$ cat config.mk
export PLATFORM = sky130hd
export DESIGN_NAME = program_loader_flat
export DESIGN_NICKNAME = d
export VERILOG_FILES = /design/src/rtl/program_loader_if.sv /design/src/rtl/program_loader.sv /design/src/flat_wrapper.sv
export SDC_FILE = /design/constraint.sdc
export NUM_CORES = 1
export LEC_CHECK = 0
export CAP_MARGIN = 15
export CORE_UTILIZATION = 41
export DETAILED_ROUTE_END_ITERATION = 16
export PLACE_DENSITY = 0.84
export SLEW_MARGIN = 15
export SYNTH_ARGS = -nofsm -noshare
export SYNTH_HDL_FRONTEND = slang
export SYNTH_SLANG_ARGS = --single-unit
export TNS_END_PERCENT = 20
$ cat constraint.sdc
create_clock -name clk -period 1.7 [get_ports clk]
set_input_delay 0.34 -clock clk [delete_from_list [all_inputs] [get_ports clk]]
set_output_delay 0.34 -clock clk [all_outputs]
set_load 0.01 [all_outputs]
$ cat src/rtl/program_loader_if.sv
// Word-stream, CU request and RAM port signals of the program loader.
// The slave modport is the loader's view; the master modport is its surroundings.
interface program_loader_if #(
  parameter int unsigned adlines   = 8,
  parameter int unsigned datalines = 16
);
  logic [datalines-1:0] indata;
  logic                 invalid;
  logic                 inlast;
  logic                 inready;
  logic [adlines-1:0]   cuaddress;
  logic [datalines-1:0] cutoram;
  logic                 curead;
  logic                 cuwrite;
  logic [adlines-1:0]   addressbus;
  logic [datalines-1:0] toram;
  logic                 read;
  logic                 write;

  modport slave (
    input  indata, invalid, inlast, cuaddress, cutoram, curead, cuwrite,
    output inready, addressbus, toram, read, write
  );

  modport master (
    output indata, invalid, inlast, cuaddress, cutoram, curead, cuwrite,
    input  inready, addressbus, toram, read, write
  );
endinterface

$ cat src/rtl/program_loader.sv
// Streams a program image into RAM with a 4-cycle setup/strobe/hold write per word,
// then enables the CU and hands it the RAM port.
module program_loader #(
  parameter int unsigned adlines   = 8,
  parameter int unsigned datalines = 16
) (
  input  logic               clk,
  input  logic               resetn,
  input  logic               start,
  input  logic [adlines-1:0] baseaddr,
  output logic               cuenable,
  output logic [adlines:0]   wordcount,
  output logic               error,
  program_loader_if.slave    bus
);

  typedef enum logic [2:0] {
    StIdle,
    StLoad,
    StSetup,
    StStrobe,
    StHold,
    StRun,
    StErr
  } state_e;

  state_e               state_q, state_d;
  logic [adlines-1:0]   ptr_q, ptr_d;
  logic [adlines-1:0]   addr_q, addr_d;
  logic [datalines-1:0] data_q, data_d;
  logic                 last_q, last_d;
  logic [adlines:0]     wordcount_q, wordcount_d;
  logic                 write_q, inready_q, cuenable_q, error_q;

  always_comb begin
    state_d     = state_q;
    ptr_d       = ptr_q;
    addr_d      = addr_q;
    data_d      = data_q;
    last_d      = last_q;
    wordcount_d = wordcount_q;

    unique case (state_q)
      StIdle, StErr: begin
        if (start) begin
          state_d     = StLoad;
          ptr_d       = baseaddr;
          wordcount_d = '0;
        end
      end
      StLoad: begin
        if (bus.invalid && inready_q) begin
          state_d = StSetup;
          addr_d  = ptr_q;
          data_d  = bus.indata;
          last_d  = bus.inlast;
        end
      end
      StSetup:  state_d = StStrobe;
      StStrobe: state_d = StHold;
      StHold: begin
        wordcount_d = wordcount_q + (adlines + 1)'(1);
        if (last_q) begin
          state_d = StRun;
        end else if (ptr_q == '1) begin
          // Pointer never wraps: running off the top is an error, not a rollover.
          state_d = StErr;
        end else begin
          ptr_d   = ptr_q + adlines'(1);
          state_d = StLoad;
        end
      end
      StRun:   state_d = StRun;
      default: state_d = StIdle;
    endcase

    // Bus registers only carry a word through its setup/strobe/hold window.
    if (!(state_d inside {StSetup, StStrobe, StHold})) begin
      addr_d = '0;
      data_d = '0;
    end
  end

  always_ff @(posedge clk or negedge resetn) begin
    if (!resetn) begin
      state_q     <= StIdle;
      ptr_q       <= '0;
      addr_q      <= '0;
      data_q      <= '0;
      last_q      <= 1'b0;
      wordcount_q <= '0;
      write_q     <= 1'b0;
      inready_q   <= 1'b0;
      cuenable_q  <= 1'b0;
      error_q     <= 1'b0;
    end else begin
      state_q     <= state_d;
      ptr_q       <= ptr_d;
      addr_q      <= addr_d;
      data_q      <= data_d;
      last_q      <= last_d;
      wordcount_q <= wordcount_d;
      write_q     <= (state_d == StStrobe);
      inready_q   <= (state_d == StLoad);
      cuenable_q  <= (state_d == StRun);
      error_q     <= (state_d == StErr);
    end
  end

  // In RUN the CU owns the RAM port directly, with no register stage.
  assign bus.addressbus = (state_q == StRun) ? bus.cuaddress : addr_q;
  assign bus.toram      = (state_q == StRun) ? bus.cutoram   : data_q;
  assign bus.read       = (state_q == StRun) ? bus.curead    : 1'b0;
  assign bus.write      = (state_q == StRun) ? bus.cuwrite   : write_q;
  assign bus.inready    = inready_q;
  assign cuenable       = cuenable_q;
  assign wordcount      = wordcount_q;
  assign error          = error_q;

endmodule

$ cat src/flat_wrapper.sv
// flat-port wrapper written by rule: the top's interface ports become plain ports
module program_loader_flat 
#(
  parameter int unsigned adlines   = 8,
  parameter int unsigned datalines = 16
)
  (clk, resetn, start, baseaddr, cuenable, wordcount, error, bus_indata, bus_invalid, bus_inlast, bus_cuaddress, bus_cutoram, bus_curead, bus_cuwrite, bus_inready, bus_addressbus, bus_toram, bus_read, bus_write);
  program_loader_if #(.adlines(adlines), .datalines(datalines)) bus_i ();
  input  logic clk;
  input  logic resetn;
  input  logic start;
  input  logic [adlines-1:0] baseaddr;
  output logic cuenable;
  output logic [adlines:0] wordcount;
  output logic error;
  input wire logic [$bits(bus_i.indata)-1:0] bus_indata;
  input wire logic [$bits(bus_i.invalid)-1:0] bus_invalid;
  input wire logic [$bits(bus_i.inlast)-1:0] bus_inlast;
  input wire logic [$bits(bus_i.cuaddress)-1:0] bus_cuaddress;
  input wire logic [$bits(bus_i.cutoram)-1:0] bus_cutoram;
  input wire logic [$bits(bus_i.curead)-1:0] bus_curead;
  input wire logic [$bits(bus_i.cuwrite)-1:0] bus_cuwrite;
  output wire logic [$bits(bus_i.inready)-1:0] bus_inready;
  output wire logic [$bits(bus_i.addressbus)-1:0] bus_addressbus;
  output wire logic [$bits(bus_i.toram)-1:0] bus_toram;
  output wire logic [$bits(bus_i.read)-1:0] bus_read;
  output wire logic [$bits(bus_i.write)-1:0] bus_write;
  assign bus_i.indata = bus_indata;
  assign bus_i.invalid = bus_invalid;
  assign bus_i.inlast = bus_inlast;
  assign bus_i.cuaddress = bus_cuaddress;
  assign bus_i.cutoram = bus_cutoram;
  assign bus_i.curead = bus_curead;
  assign bus_i.cuwrite = bus_cuwrite;
  assign bus_inready = bus_i.inready;
  assign bus_addressbus = bus_i.addressbus;
  assign bus_toram = bus_i.toram;
  assign bus_read = bus_i.read;
  assign bus_write = bus_i.write;
  program_loader #(.adlines(adlines), .datalines(datalines)) u_core (.clk(clk), .resetn(resetn), .start(start), .baseaddr(baseaddr), .cuenable(cuenable), .wordcount(wordcount), .error(error), .bus(bus_i));
endmodule
==> flow_results.org, run 1 <==
** Outcome
- The flow ran to the end, but the final reports show violations.
- The checks that failed: setup timing.

** Layout
- Layout cells sized above 1 :: 27.0%
- Layout Utilization :: 68.1%
- Area overhead of the layout relative to synthesis :: 57.0%
- Antenna diodes :: 0
- After the last flow step, the layout net total stands at 460.
- Post-route cell area :: 4130 µm²
- The filler cells instantiated in the layout total 488.

** Timing
- After layout, the worst setup slack is -0.311 ns.
- Fin Setup TNS :: -7.03 ns
- Worst Hold Margin :: 0.501 ns
- Measured against its own limit, the worst slew margin works out to 72.3%.
- RSZ-0062 raised after global routing :: yes
- Max Fclk :: 0.497 GHz
- Number of failing hold endpoints at the final stage :: 0
- Setup violations remaining at the end of the flow were counted as 31.
- Slew Viols, Final :: 0
- Post-route fraction of the period consumed by the critical path :: 118%
- Skew final :: 0.0168 ns
- At the pin with the least slew margin, the transition time is 0.416 ns.
- Counting I/O delays and the setup requirement, the final critical path takes 2.01 ns.

** Clock network
- In this run the clock root is driven by a sky130_fd_sc_hd__clkbuf_8.
- Latest clock arrival within the worst-skew pair :: 0.31 ns
- Clock-pin slew was measured on the worst setup and hold paths at 0.10 ns.
- Clock tree from TritonCTS :: yes
- Max Buffers Root-to-Sink :: 2
- The clock net in this run drives a total of 49 sinks.
- Cts bufs inserted :: 5
- CTS HTree Levels :: 2

** Pwr
- For this design the static power due to leakage is 1.79 nW.
- IR analysis of the VDD net gives a maximum drop of 0.654 mV.
- Power share of the combinational group :: 55.3%
- The analysis attributes to net switching a power of 2.04 mW.
- The internal portion of the total power is 3.41 mW.
- Of the total power, the share spent switching nets is 37.5%.
- In this run, the clock network consumes 15.4% of the power.
- Power density normalized to cell area :: 1320 nW/µm²
- Power, Total :: 5.45 mW
- Relative contribution of sequential cells to total power :: 29.3%

** Floorplan
- Core area :: 6060 µm²
- Horizontal die dimension :: 82.1 µm
- The floorplan has 28 rows.
- # IOs :: 93
- Initial cell density of the core :: 43.4%
- The die is 82.1 µm tall.
- Die footprint :: 6740 µm²

** Hold path
- The tightest min-delay check is of the input pin to asynchronous set/reset pin type.

** Synthesis
- Mean area per synthesized cell :: 9.20 µm²
- Warning count from the yosys run :: 0
- Syn nets :: 343
- Flip-flop and latch count after synthesis :: 49
- In this run the cell area of the synthesized design comes to 2630 µm².
- Of the synthesized area, sequential elements account for 46.6%.
- After technology mapping, the gate count stands at 286.
- Number of distinct library cell variants in the gate-level netlist after synthesis :: 42

** Setup path
- Critical-path top delay cell :: sky130_fd_sc_hd__dfrtp_1
- Worst-path fanout max :: 5
- The worst setup path is captured at an output port.
- Critical Path Start Type :: flop
- The critical path goes through nor2b_4 > nand2_4 > buf_6 > buf_12 > mux2_2 > buf_6.
- Largest stage delay on the critical path :: 0.42 ns
- For the worst setup path, the data arrival time is 1.67 ns.
- WS Path Type :: flop to output port
- Cell with the most instances on the worst path :: sky130_fd_sc_hd__buf_6
- Data on the critical path is required at its endpoint by 1.36 ns.

** Global routing
- Entering global routing, the biggest net connects 27 pins.
- Wire length of the first global-routing pass :: 12000 µm
- The number of antenna violations at the first check in global routing was 0.
- Global routing used 23.2% of the available tracks.
- Number of global-route vias before repair :: 2612
- Summed over all layers, the global routing overflow is 0.

** Routing
- Total DRC errors in the routed layout :: 0
- WL per Instance :: 16.0 µm
- Final ANT Viol Nets :: 0
- Vias :: 2596
- After the first detailed-routing iteration, the DRC count stood at 126.
- Number of iterations in the first detailed-routing pass :: 4
- Aggregate routed wire length :: 7660 µm
- Ratio of routed vias to standard cells :: 5.42

** Placement
- Global placer's final weighted congestion :: 0.864
- Buffers added on ports :: 92
- DP Area :: 3820 µm²
- Sum of net half-perimeters after detailed placement :: 5220 µm

** Flow run
- The tool flagged a number of max-cap violations equal to 0.
power by group through the flow:
stage	Combinational [mW]	Clock (mW)	Sequential, mW
finish	3.01	0.842	1.60
floorplan	1.35	0	1.63
CTS	2.91	0.863	1.58
global placement	2.56	0	1.58
detailed placement	2.62	0	1.59
global route	3.28	0.905	1.63
worst max-delay path: cells and delay by family (launching register included):
family	cells	cell delay, ns
buffers and inverters	3	0.39
flip-flops	1	0.42
multiplexers	1	0.34
AND/OR/NAND/NOR	2	0.23
state kept, by name, indices dropped and copies added (netlist names):
| name | cells |
|---|---|
| u_core.ptr_q | 8 |
| u_core.data_q | 16 |
| u_core.bus.inready | 1 |
| u_core.addr_q | 8 |
| u_core.state_q | 3 |
| u_core.cuenable | 1 |
| u_core.wordcount | 9 |
| u_core.last_q | 1 |
| u_core.error | 1 |
| u_core.write_q | 1 |
cell usage after synthesis, drive strengths merged:
| cell type | instances | share of area, % |
|---|---|---|
| a22o | 1 | 0.33 |
| o21ai | 21 | 4.1 |
| nor3b | 1 | 0.71 |
| xnor2 | 1 | 0.33 |
| or3 | 2 | 0.48 |
| or3b | 1 | 0.33 |
| and2 | 1 | 0.24 |
| nand3 | 6 | 1.1 |
| a2bb2oi | 1 | 0.33 |
| a311oi | 2 | 0.67 |
| nor3 | 4 | 0.95 |
| a21oi | 30 | 5.7 |
| mux2i | 2 | 0.76 |
| o2111a | 1 | 0.43 |
| o211ai | 4 | 1.1 |
| a21o | 2 | 0.57 |
| o211a | 1 | 0.38 |
| mux2 | 26 | 11 |
| inv | 5 | 0.71 |
| or4b | 1 | 0.38 |
| nor2b | 2 | 0.48 |
| o31ai | 2 | 0.57 |
| and4 | 2 | 0.67 |
| o311ai | 1 | 0.33 |
| ha | 2 | 0.95 |
| and3 | 4 | 0.95 |
| nor2 | 8 | 1.1 |
| o221a | 1 | 0.43 |
| nand2 | 69 | 9.8 |
| clkbuf | 7 | 1.0 |
| buf | 9 | 1.8 |
| dfrtp | 49 | 47 |
| o22ai | 2 | 0.48 |
| a31oi | 3 | 0.71 |
| nand4 | 6 | 1.4 |
| o2bb2ai | 1 | 0.33 |
| a21boi | 1 | 0.29 |
| a211oi | 3 | 0.86 |
| nand2b | 1 | 0.24 |
path summary, 6_finish.rpt:
| check | start | end | slack (ns) | cells past startpoint |
|---|---|---|---|---|
| hold reg to reg | u_core.wordcount[8]$_DFFE_PN0P_ | u_core.wordcount[8]$_DFFE_PN0P_ | 0.50 | 1 |
| max in group asynchronous | resetn | u_core.addr_q[3]$_DFFE_PN0P_ | 0.58 | 3 |
| setup reg to reg | u_core.state_q[2]$_DFF_PN0_ | u_core.ptr_q[4]$_DFFE_PN0P_ | -0.15 | 6 |
| hold / removal | resetn | u_core.data_q[11]$_DFFE_PN0P_ | 0.50 | 2 |
| setup / recovery | u_core.state_q[2]$_DFF_PN0_ | bus_addressbus[6] | -0.31 | 6 |
| min in group clk | u_core.wordcount[8]$_DFFE_PN0P_ | u_core.wordcount[8]$_DFFE_PN0P_ | 0.50 | 1 |
kinds of logic (layout without fill, tap and decap cells):
group / after synthesis / after routing / share of synthesized area [%]
AND/OR/NAND/NOR: 108 / 108 / 19.0
AO/OA/AOI/OAI: 77 / 77 / 17.7
flip-flops: 49 / 49 / 46.6
multiplexers: 28 / 28 / 11.9
buffers and inverters: 21 / 139 / 3.52
adder cells (fa/ha/maj): 2 / 2 / 0.951
XOR/XNOR: 1 / 1 / 0.333
cell usage in the layout (no fill, tap or decap), types with 5 or more instances in the layout:
cell	count
sky130_fd_sc_hd__nand4_1	6
sky130_fd_sc_hd__o21ai_0	17
sky130_fd_sc_hd__nor2_1	5
sky130_fd_sc_hd__inv_1	5
sky130_fd_sc_hd__nand2_1	68
sky130_fd_sc_hd__nand3_1	6
sky130_fd_sc_hd__clkbuf_8	5
sky130_fd_sc_hd__mux2_2	23
sky130_fd_sc_hd__buf_6	29
sky130_fd_sc_hd__clkdlybuf4s50_1	65
sky130_fd_sc_hd__buf_4	21
sky130_fd_sc_hd__a21oi_1	29
sky130_fd_sc_hd__dfrtp_1	49
through the flow:
stage	setup slack (ns)	std cells
after floorplan	-0.0191	286
after global placement	-0.242	464
after detailed placement	-0.293	464
after CTS	-0.279	478
after global routing	-0.345	479
final	-0.311	479
final cells by class:
type	instances	area (µm²)	share of cell area (%)
Sequential cell	49	1230	29.7
Multi-Input combinational cell	216	1380	33.4
Clock buffer	5	68.8	1.67
Tap cell	75	93.8	2.27
Clock inverter	3	46.3	1.12
Timing Repair Buffer	126	1300	31.4
Inverter	5	18.8	0.454
layer usage:
layer	track usage (%)	share of wire (%)	vias up
li1	-	-	1254
met5	0	0	-
met2	41.7	50	93
met4	4.74	1.6	0
met3	5.27	7.3	15
met1	28.4	41	1234
repair_timing:
item / in CTS / in global routing
gates resized for setup: 142 / 18
cloned: 2 / 0
hold endpoints to repair: 16 / 0
hold buffers: 1 / 0
pin swaps: 1 / 5
setup endpoints to repair: 29 / 42
buffers inserted: 4 / 2
Power figures use the tool's default switching activity.
==> run 2, diff against run 1 <==
- CORE_UTILIZATION: 41 -> 42
- CTS_BUF_LIST: unset -> sky130_fd_sc_hd__clkbuf_2
- GPL_ROUTABILITY_DRIVEN: unset -> 0
- PLACE_DENSITY: 0.84 -> 0.86
==> flow_results.org, run 2 (synthesized netlist as in run 1, its figures left out) <==
** Global routing
- Wire length of the first global-routing pass :: 11400 µm
- Largest net degree at the start of global routing :: 32
- Antenna violations before repair :: 0
- Number of global-route vias before repair :: 2400
- Total routing usage reported by global routing :: 22.6%
- Global-route congestion overflow total :: 0

** Timing
- Setup violations remaining at the end of the flow were counted as 32.
- At the pin with the least slew margin, the transition time is 0.467 ns.
- On the final layout, the worst hold slack is 0.341 ns.
- The count of pins over their slew limit was 0.
- Clock skew on the completed layout was measured at 0.0217 ns.
- Based on the critical path, the design can be clocked at up to 0.467 GHz.
- In this run the tightest slew margin relative to its limit is 68.9%.
- The worst path in the final design needs a cycle of 2.14 ns, including I/O delays and setup.
- Final worst-path setup slack :: -0.441 ns
- Setup repair after global routing could not meet its margin everywhere.
- The final-report hold violation count came to 0.
- Post-route fraction of the period consumed by the critical path :: 126%

** Setup path
- Endpoint of the worst register-to-register path :: u_core.ptr_q[4]$_DFFE_PN0P_
- R2r worst-path depth :: 5
- Worst-path fanout max :: 6
- Critical Path Start Type :: flop
- The worst register-to-register path begins at u_core.state_q[1]$_DFF_PN0_.
- WP data required :: 1.36 ns
- The critical path is of the flop to output port type.
- Critical path capture point type :: output port
- Register-to-Register Setup Slack :: -0.10 ns
- For the worst setup path, the data arrival time is 1.80 ns.

** Placement
- Input and output buffers added on the ports amount to 92.
- Post-Place Worst Slack :: -0.298 ns
- Counting tap cells, the placed design contains a total of 460 instances.
- The HPWL after detailed placement is 5090 µm.
- DP Area :: 3820 µm²

** Floorplan
- Core area :: 5990 µm²
- Horizontal die dimension :: 81.1 µm
- Die footprint :: 6580 µm²
- # IOs :: 93
- Initial cell density of the core :: 43.9%
- In this run the core area contains 28 standard-cell rows.
- Chip height :: 81.1 µm

** Clock network
- The number of clock buffers added by TritonCTS is 5.
- In this run the deepest clock path goes through 2 buffers.
- CTS clk-pin slew, worst paths :: 0.26 ns
- TritonCTS built the clock tree.
- Total clock sinks :: 49
- CTS HTree Levels :: 2
- Clock tree synthesis selected as its root buffer the cell sky130_fd_sc_hd__clkbuf_2.
- Latest clock arrival within the worst-skew pair :: 0.43 ns

** Layout
- Largest reg by FF count :: u_core.data_q
- With fillers left out, the area of the finished cells amounts to 4030 µm².
- After filler insertion, the fill cell instance count of the layout stands at 476.
- Leaving out fill and tap cells, the most frequent cell in the layout is sky130_fd_sc_hd__nand2_1.
- Once layout is complete, the utilization of the core stands at 67.2%.
- Compared with the post-synthesis result, the final layout area differs by 53.1%.
- The top cell types in the final layout, fill and taps aside, are sky130_fd_sc_hd__nand2_1 (68), sky130_fd_sc_hd__clkdlybuf4s50_1 (53), sky130_fd_sc_hd__dfrtp_1 (49).
- Max reg flops :: 16
- Number of standard cells in the final layout excluding fillers :: 472
- Layout cells sized above 1 :: 24.4%
- Antenna diodes :: 0
- For this run, the post-layout net count is 453.

** Routing
- For this run, design rule violations remaining after detail routing come to 0.
- For this run, the detailed router's first-pass iteration total came to 4.
- The count of nets left with antenna violations once routing finished came out at 0.
- Wires add up to 7410 µm.
- Ratio of routed vias to standard cells :: 5.40
- Initial drt markers :: 139
- WL per Instance :: 15.7 µm
- Detailed routing inserted a total of 2550 vias.

** Outcome
- Failing checks :: setup timing
- The flow ran to the end, but the final reports show violations.

** Hold path
- The min-delay analysis places its worst path in the category input pin to asynchronous set/reset pin.

** Flow run
- Number of maximum-capacitance constraint violations :: 0

** Pwr
- The worst-case IR drop observed on VDD is 0.654 mV.
- In this run the power density over the cells is 1270 nW/µm².
- Summed over all cells, the static leakage comes to 1.82 nW.
run 2: cell types whose count changed in the layout (fill, tap and decap cells not counted), moves of 4 or more:
| cell | previous run | this run |
|---|---|---|
| sky130_fd_sc_hd__buf_6 | 29 | 25 |
| sky130_fd_sc_hd__clkbuf_2 | 0 | 6 |
| sky130_fd_sc_hd__clkdlybuf4s50_1 | 65 | 53 |
| sky130_fd_sc_hd__buf_4 | 21 | 17 |
| sky130_fd_sc_hd__dlygate4sd2_1 | 0 | 11 |
| sky130_fd_sc_hd__mux2_2 | 23 | 19 |
| sky130_fd_sc_hd__clkbuf_8 | 5 | 0 |
| sky130_fd_sc_hd__mux2_4 | 3 | 7 |
run 2: per-layer routing:
| layer | wire length [µm] | track usage (%) | vias up |
|---|---|---|---|
| li1 | - | - | 1243 |
| met1 | 3150 | 28.5 | 1211 |
| met2 | 3670 | 39.3 | 90 |
| met3 | 534 | 5.39 | 6 |
| met4 | 50 | 4.46 | 0 |
| met5 | 0 | 0 | - |
run 2: worst max-delay path by stage:
| stage | cells after the start | from | endpoint |
|---|---|---|---|
| after floorplan | 4 | u_core.state_q[0]$_DFF_PN0_ | bus_addressbus[0] |
| after global placement | 5 | u_core.state_q[2]$_DFF_PN0_ | bus_addressbus[6] |
| after detailed placement | 5 | u_core.state_q[2]$_DFF_PN0_ | bus_toram[0] |
| after CTS | 5 | u_core.state_q[2]$_DFF_PN0_ | bus_toram[0] |
| after global routing | 5 | u_core.state_q[2]$_DFF_PN0_ | bus_addressbus[1] |
| final | 5 | u_core.state_q[1]$_DFF_PN0_ | bus_toram[1] |
run 2: repair_timing:
action | 4_1_cts | 5_1_grt
setup endpoints to repair | 42 | 44
setup buffers | 0 | 1
endpoints found under the hold margin | 18 | 0
gates resized for setup | 139 | 18
hold buffers | 1 | 0
pin swaps | 1 | 4
gates cloned | 1 | 1
run 2: per-stage QoR:
stage	setup TNS (ns)	power [mW]
3_3_place_gp	-6.92	4.13
6_report	-10.87	5.10
5_1_grt	-13.50	5.42
4_1_cts	-9.73	4.94
3_5_place_dp	-8.24	4.22
2_1_floorplan	-0.381	2.98
run 2: layout make-up:
class                      instances  area, µm²  share of cell area [%]
inverter                           5       18.8                   0.466
clock buffer                       5       25.0                   0.621
sequential                        49       1230                    30.4
multi-input combinational        216       1370                    34.0
tap                               75       93.8                    2.33
clock inverter                     3       46.3                    1.15
timing repair buffer             119       1250                    30.9
run 2: report_power, final:
| part | leakage [nW] | internal [mW] | switching, mW |
|---|---|---|---|
| registers | 0.654 | 1.40 | 0.217 |
| clock network | 0.0392 | 0.250 | 0.380 |
| logic | 1.13 | 1.48 | 1.38 |
| total | 1.82 | 3.13 | 1.97 |
run 2: critical path: stages, from the launching register on:
cell,delay [ns]
sky130_fd_sc_hd__dfrtp_1,0.48
sky130_fd_sc_hd__nor2b_4,0.16
sky130_fd_sc_hd__nand2_4,0.11
sky130_fd_sc_hd__clkbuf_16,0.19
sky130_fd_sc_hd__mux2_4,0.30
sky130_fd_sc_hd__buf_6,0.12
